===== src/rtl/mpd_io_cfg_loader.sv =====
// ---------------------------------------------------------------------------
// mpd_io_cfg_loader
//
// Loads per-IO configuration words from a byte stream and publishes them to
// the IO controllers atomically. Each IO takes one 12-bit word sent as two
// bytes: the low byte first (bits [7:0]), then a byte whose low nibble is
// bits [11:8] and whose high nibble must be zero. Bytes are collected in a
// shadow copy. The whole shadow is copied to fabric_config in a single
// COMMIT cycle, so fabric_done never qualifies a partial or stale load.
//
// Parameters
//   NUM_IO         number of user IOs configured (one 12-bit word each)
//
// Ports
//   wb_clk_i       clock; all state updates on its rising edge
//   wb_rst_i       synchronous active-high reset
//   cfg_start      one-cycle pulse that begins a new load (from any state)
//   cfg_valid      byte-stream valid
//   cfg_data       byte-stream data
//   cfg_ready      byte-stream ready (only in LOAD and not while cfg_start)
//   fabric_done    committed configuration is valid
//   fabric_config  committed configuration; [12*i+11:12*i] belongs to IO i
//   cfg_error      malformed stream detected; held until cfg_start or reset
//   cfg_busy       load in progress (LOAD or COMMIT)
// ---------------------------------------------------------------------------
module mpd_io_cfg_loader #(
    parameter int NUM_IO = 38
) (
    input  logic                   wb_clk_i,
    input  logic                   wb_rst_i,
    input  logic                   cfg_start,
    input  logic                   cfg_valid,
    input  logic [7:0]             cfg_data,
    output logic                   cfg_ready,
    output logic                   fabric_done,
    output logic [NUM_IO*12-1:0]   fabric_config,
    output logic                   cfg_error,
    output logic                   cfg_busy
);

    localparam int NB = 2 * NUM_IO;
    localparam int KW = (NB > 1) ? $clog2(NB) : 1;
    localparam logic [KW-1:0] K_LAST = KW'(NB - 1);

    typedef enum logic [2:0] {
        ST_IDLE,
        ST_LOAD,
        ST_COMMIT,
        ST_DONE,
        ST_ERROR
    } state_t;

    state_t                 state;
    logic [KW-1:0]          k;        // index of the next byte in the stream
    logic [NUM_IO*12-1:0]   shadow;   // load in progress, not yet visible
    logic                   accept;
    logic                   odd_bad;

    // A start pulse takes precedence, so no byte is taken in that cycle.
    assign cfg_ready = (state == ST_LOAD) & ~cfg_start;
    assign cfg_busy  = (state == ST_LOAD) | (state == ST_COMMIT);
    assign accept    = cfg_valid & cfg_ready;

    // The second byte of a word carries only four payload bits; anything in
    // the upper nibble means the stream is out of step.
    assign odd_bad   = k[0] & (cfg_data[7:4] != 4'h0);

    always_ff @(posedge wb_clk_i) begin
        if (wb_rst_i) begin
            // NOTE: the shadow store is reset too, so a load aborted by reset
            // can never leak old bytes into a later commit.
            state         <= ST_IDLE;
            k             <= '0;
            shadow        <= '0;
            fabric_config <= '0;
            fabric_done   <= 1'b0;
            cfg_error     <= 1'b0;
        end else if (cfg_start) begin
            state       <= ST_LOAD;
            k           <= '0;
            fabric_done <= 1'b0;
            cfg_error   <= 1'b0;
        end else begin
            unique case (state)
                ST_LOAD: begin
                    if (accept) begin
                        if (odd_bad) begin
                            state     <= ST_ERROR;
                            cfg_error <= 1'b1;
                        end else begin
                            for (int i = 0; i < NUM_IO; i++) begin
                                if (int'(k >> 1) == i) begin
                                    if (k[0])
                                        shadow[12*i+8 +: 4] <= cfg_data[3:0];
                                    else
                                        shadow[12*i +: 8]   <= cfg_data;
                                end
                            end
                            k <= k + 1'b1;
                            if (k == K_LAST)
                                state <= ST_COMMIT;
                        end
                    end
                end
                ST_COMMIT: begin
                    // Config and its qualifier change on the same edge.
                    fabric_config <= shadow;
                    fabric_done   <= 1'b1;
                    state         <= ST_DONE;
                end
                default: begin
                    // IDLE, DONE and ERROR hold until cfg_start or reset.
                end
            endcase
        end
    end

endmodule


===== config.mk =====
export PLATFORM = sky130hd
export DESIGN_NAME = mpd_io_cfg_loader
export DESIGN_NICKNAME = d
export VERILOG_FILES = /design/src/rtl/mpd_io_cfg_loader.sv
export SDC_FILE = /design/constraint.sdc
export NUM_CORES = 2
export LEC_CHECK = 0
export CAP_MARGIN = 25
export CORE_AREA = 4 4 336 338
export DETAILED_ROUTE_END_ITERATION = 8
export DIE_AREA = 0 0 340 342
export DONT_BUFFER_PORTS = 1
export SLEW_MARGIN = 20
export SYNTH_ARGS = -nofsm -noshare
export SYNTH_HDL_FRONTEND = slang
export SYNTH_SLANG_ARGS = --single-unit

===== constraint.sdc =====
create_clock -name wb_clk_i -period 3 [get_ports wb_clk_i]
set_input_delay 0.6 -clock wb_clk_i [delete_from_list [all_inputs] [get_ports wb_clk_i]]
set_output_delay 0.6 -clock wb_clk_i [all_outputs]
set_load 0.05 [all_outputs]

### Yosys cells after proc, flatten, opt, wreduce, memory -nomap -nowiden

Cells that the tools add are included.

* $add $sub $neg: 1
* equality and inequality tests: 44
* multiplexer cells: 5
* bitwise gates (word level): 7
* reductions and logical operators: 86

Operators with widths (number)
* 6-bit AND reduction: 76
* 6-bit equality test, second input constant: 22
* 6-bit by 5-bit equality test with 1-bit output, second input constant: 8
* 32-bit zero test: 1
* 6-bit by 4-bit equality test with 1-bit output, second input constant: 4
* 6-bit by 3-bit equality test with 1-bit output, second input constant: 2
* 3-bit AND reduction: 4
* 3-bit two-way mux: 3
* 7-bit by 1-bit adder with 7-bit output, second input constant: 1
* 7-bit equality test, second input constant: 1
* 6-bit by 2-bit equality test with 1-bit output, second input constant: 1
* 3-bit one-hot mux with 2 select lines: 1
* 4-bit by 3-bit inequality test with 1-bit output, second input constant: 1
* 4-bit nonzero test: 1
* 1-bit AND: 3
* 3-bit by 1-bit equality test with 1-bit output, second input constant: 1
* 3-bit by 2-bit equality test with 1-bit output, second input constant: 1
* 3-bit by 2-bit inequality test with 1-bit output, second input constant: 1
* 3-bit inequality test, second input constant: 1
* 1-bit inverter: 3
* 3-bit nonzero test: 1
* 2-bit inequality test, second input constant: 1
* 2-bit AND reduction: 1
* 2-bit nonzero test: 1
* 3 further kinds: 3

* register bits: 924
* input bits: 12
* output and inout port bits: 460
* word-level logic and storage cells: 225

### Longest topological paths before layout

* word-level depth: 6
* depth in mapped cells: 8
* depth with buffers taken out: 5

### Worst setup path after synthesis

OpenSTA, ideal clock, no wires.

* path type: input-to-output
* start: in cfg_start
* end: out cfg_ready
* arrival: 1615 ps
* required time: 2400 ps
* slack: 785 ps
* cell stages on the path: 3
* buffers on the path: 1
* path through: buf_2 > or4b_1 > inv_1

* word-level cells in the longest chain between the ends: 2

RTL lines
* start: declaration: line 31 `input logic cfg_start,`
* 1-bit inverter (no line)
* 1-bit AND: line 60 `assign cfg_ready = (state == ST_LOAD) & ~cfg_start;`
* end: declaration: line 34 `output logic cfg_ready,`

Every way passes these cells.

### Final worst setup path

* start: reg state[2]
* end: out cfg_ready

* word-level cells in the longest chain between the ends: 2

RTL lines
* start: declaration: line 53 `state_t state;`
* start signal: assignment: line 72 `state <= ST_IDLE;`
* start signal: assignment: line 79 `state <= ST_LOAD;`
* start signal: assignment: line 88 `state <= ST_ERROR;`
* 3-bit by 1-bit equality test with 1-bit output: line 60
* 1-bit AND: line 60

Every way passes these cells.

==> results.cfg <==
[synth]
synth_fp_nets = 3702
synth_top_area_cell = dfxtp_1
ys_async_sr_fraction_pct = 0
syn_area_mm2 = 0.0328
syn_inst = 3689
synth.distinct_cells = 42
yosys_warnings = 0
seq_area_frac_synth_pct = 56.5
avgSynthCellArea_um2 = 8.88
synth_top_area_share_pct = 56.5
ys_top_cells_by_area = dfxtp_1 56%, nand2_1 11%, nand3b_1 7.5%
synth_seq_cells = 924
synth_top_flop_cell = dfxtp_1
synth-edff-count = 0

[grt]
grt_use_met2_pct = 26.3
globalRouteMet3Util_pct = 6.74
grt_pass1_wl_mm = 152
grt_use_met1_pct = 22.1
grt.busiest_layer = met2
antenna_found_initial = 5
grt_pass1_vias = 22757
grtUsageTotal_pct = 17.0
grt-ovfl-total = 0
grt_max_degree = 897

[critical_path]
cp.depth = 2
crit_end = cfg_ready
crit_type = flop to output port
cpMaxStageDelayCell = or4b_1
regToRegEndpoint = shadow[365]
startpoint = state[2]
worstSetupStartpointType = flop
worst_ep_arrival_time_ns = 2.22
cp.buffers_inverters = 1
crit_path_cell_trace = or4b_1 > inv_1
endpoint_kind = output port
cpPeakStageDelay_ns = 0.60
r2r_cells = 4
r2r-start = k[4]
path_delay_family = simple AND/OR/NAND/NOR gates
r2r_setup_slack_ns = 0.46
crit_required_ns = 2.40
critPathMaxFanout = 9

[cts]
cts.sinks = 924
cts.htree.levels = 3
cts_buffer_depth = 3
cts-resized-gates = 0
root_buffer = clkbuf_16
clock_latency_ns = 0.70
cts_made_buffers = 100
cts_tree = yes
clk_pin_slew_worst_paths_ns = 0.07

[cells_and_area]
final_cells = 5104
drive_above_1_share_pct = 7.00
final_nets = 3551
diodes = 0
stdcell_area_mm2 = 0.0376
syn2layout_area_growth_pct = 14.7

[timing]
setup_viol = 0
relSlewSlack_pct = -28.6
fin_setup_tns_ns = 0
fin_crit_sh_pct = 94.0
tightestPinTransition_ns = 1.93
fin_worst_skew_ns = 0.0416
holdWs_ns = 0.117
max_clock_freq_mhz = 355
rsz0062_at_grt = false
finalCriticalPeriod_ns = 2.82
slew_viol_final = 216
hold_viol = 0

[power]
internal_power_mw = 19.8
power_mw = 25.2
power.switching_mw = 5.37
vdd_drop_max_mv = 0.380
leakage_nw = 12.7
switching_share_pct = 21.3
power.density_mw_per_mm2 = 671
combPwrFrac_pct = 1.6
power.share.clock_pct = 49.7
pwr-share-seq_pct = 48.7

[detailed_routing]
wl_mm = 103
drt-wirelength-per-cell_um = 20.3
via_per_inst = 4.85
drt_first_pass_iters = 6
postRouteAntennaNets = 0
drt-initial-drc-count = 2003
drc = 0
num_vias = 24736

[die]
core_area_mm2 = 0.110
design.portCount = 472
fp.dieH_um = 342
rows = 122
die_area_mm2 = 0.116
die_w_um = 340
start_util_pct = 29.8

[job]
drv_cap = 0

[hold_path]
hold_class = primary input to flop
min_from = cfg_start

[placement]
placed_cells = 4922
routabilityCongestion = 0.744
hpwl_mm = 63.2
portBuffers = 0
placed_area_mm2 = 0.0342

[run_status]
violations = max-slew violations
status = finished, violations left
[sequential cells by signal (all words and copies together), names as in the netlist]
name           cells
shadow           456
cfg_error          1
state              3
fabric_done        1
fabric_config    456
k                  7
[cells in the mapped netlist, types with 5 or more instances]
cell type	instances
and4bb_2	6
nand3b_1	329
clkbuf_1	279
dfxtp_1	924
clkbuf_2	6
and2_1	5
buf_1	8
buf_2	24
o21ai_0	326
a21oi_1	461
nand4_1	9
mux2i_1	129
nor3_1	5
nand3_1	55
nor2_1	12
nand2b_1	139
nand2_1	927
[logic make-up after synthesis]
kind of cell / share of synthesized area (%)
adder cells (fa/ha/maj): 0.0382
multiplexers: 3.94
buffers and inverters: 3.85
XOR/XNOR: 0.0802
flip-flops: 56.5
AND/OR/NAND/NOR: 23.4
AO/OA/AOI/OAI: 12.2
[layer usage]
metal,vias to the layer above,share of wire [%]
met2,622,45
li1,12073,-
met5,-,0
met1,11932,44
met3,109,9.4
met4,0,2.1
[how the worst min path moves through the flow]
stage	cells past startpoint	endpoint	slack (ns)
3_5_place_dp	2	fabric_config[120]	0.44
2_1_floorplan	2	fabric_config[0]	0.43
6_report	2	state[1]	0.12
4_1_cts	1	fabric_config[264]	0.004
3_3_place_gp	2	fabric_config[185]	0.44
5_1_grt	2	state[1]	0.08
[timing repair]
action / 4_1_cts / 5_1_grt
endpoints found under the hold margin: 25 / 0
setup buffers: 0 / 0
hold buffers: 2 / 0
[final cells by class]
class / instances / area (um2)
Fill cell: 11375 / 72500
Clock inverter: 33 / 414
Tap cell: 1488 / 1860
Timing Repair Buffer: 68 / 761
Sequential cell: 924 / 18500
Clock buffer: 147 / 2940
Multi-Input combinational cell: 2443 / 13100
Inverter: 1 / 3.75
[power by group through the flow]
stage	Clock (mW)	Combinational, mW	Sequential (mW)
finish	12.5	0.402	12.3
global route	13.4	0.413	12.3
CTS	12.9	0.403	12.3
detailed placement	0	0.394	12.5
global placement	0	0.393	12.5
floorplan	0	0.339	12.5
[cell usage in the layout (no fill, tap or decap), drive strengths merged]
master,n
a31oi,1
nor2b,1
xor2,1
and4b,4
nand2,927
buf,66
or4b,1
o21a,1
nor4bb,4
a21oi,461
ha,1
dfxtp,924
clkbuf,148
xnor2,2
nor2,12
and2,5
or3,1
nand4,9
and3b,1
nor4b,7
inv,7
clkinvlp,4
o21ai,329
o41a,1
nand3,55
dlygate4sd3,1
or2,1
and4,3
o41ai,1
nand2b,139
and4bb,6
bufinv,7
a311oi,1
mux2i,129
nor4,4
nor3,5
clkinv,16
nand3b,329
a31o,1
[per-stage QoR]
step                      utilization [%]  setup WS, ns
final                                34.1         0.180
after global routing                 34.1         0.108
after CTS                            34.1         0.156
after detailed placement             31.1         0.392
after global placement               31.1         0.397
after floorplan                         -         0.785
(Power assumes the default switching activity.)
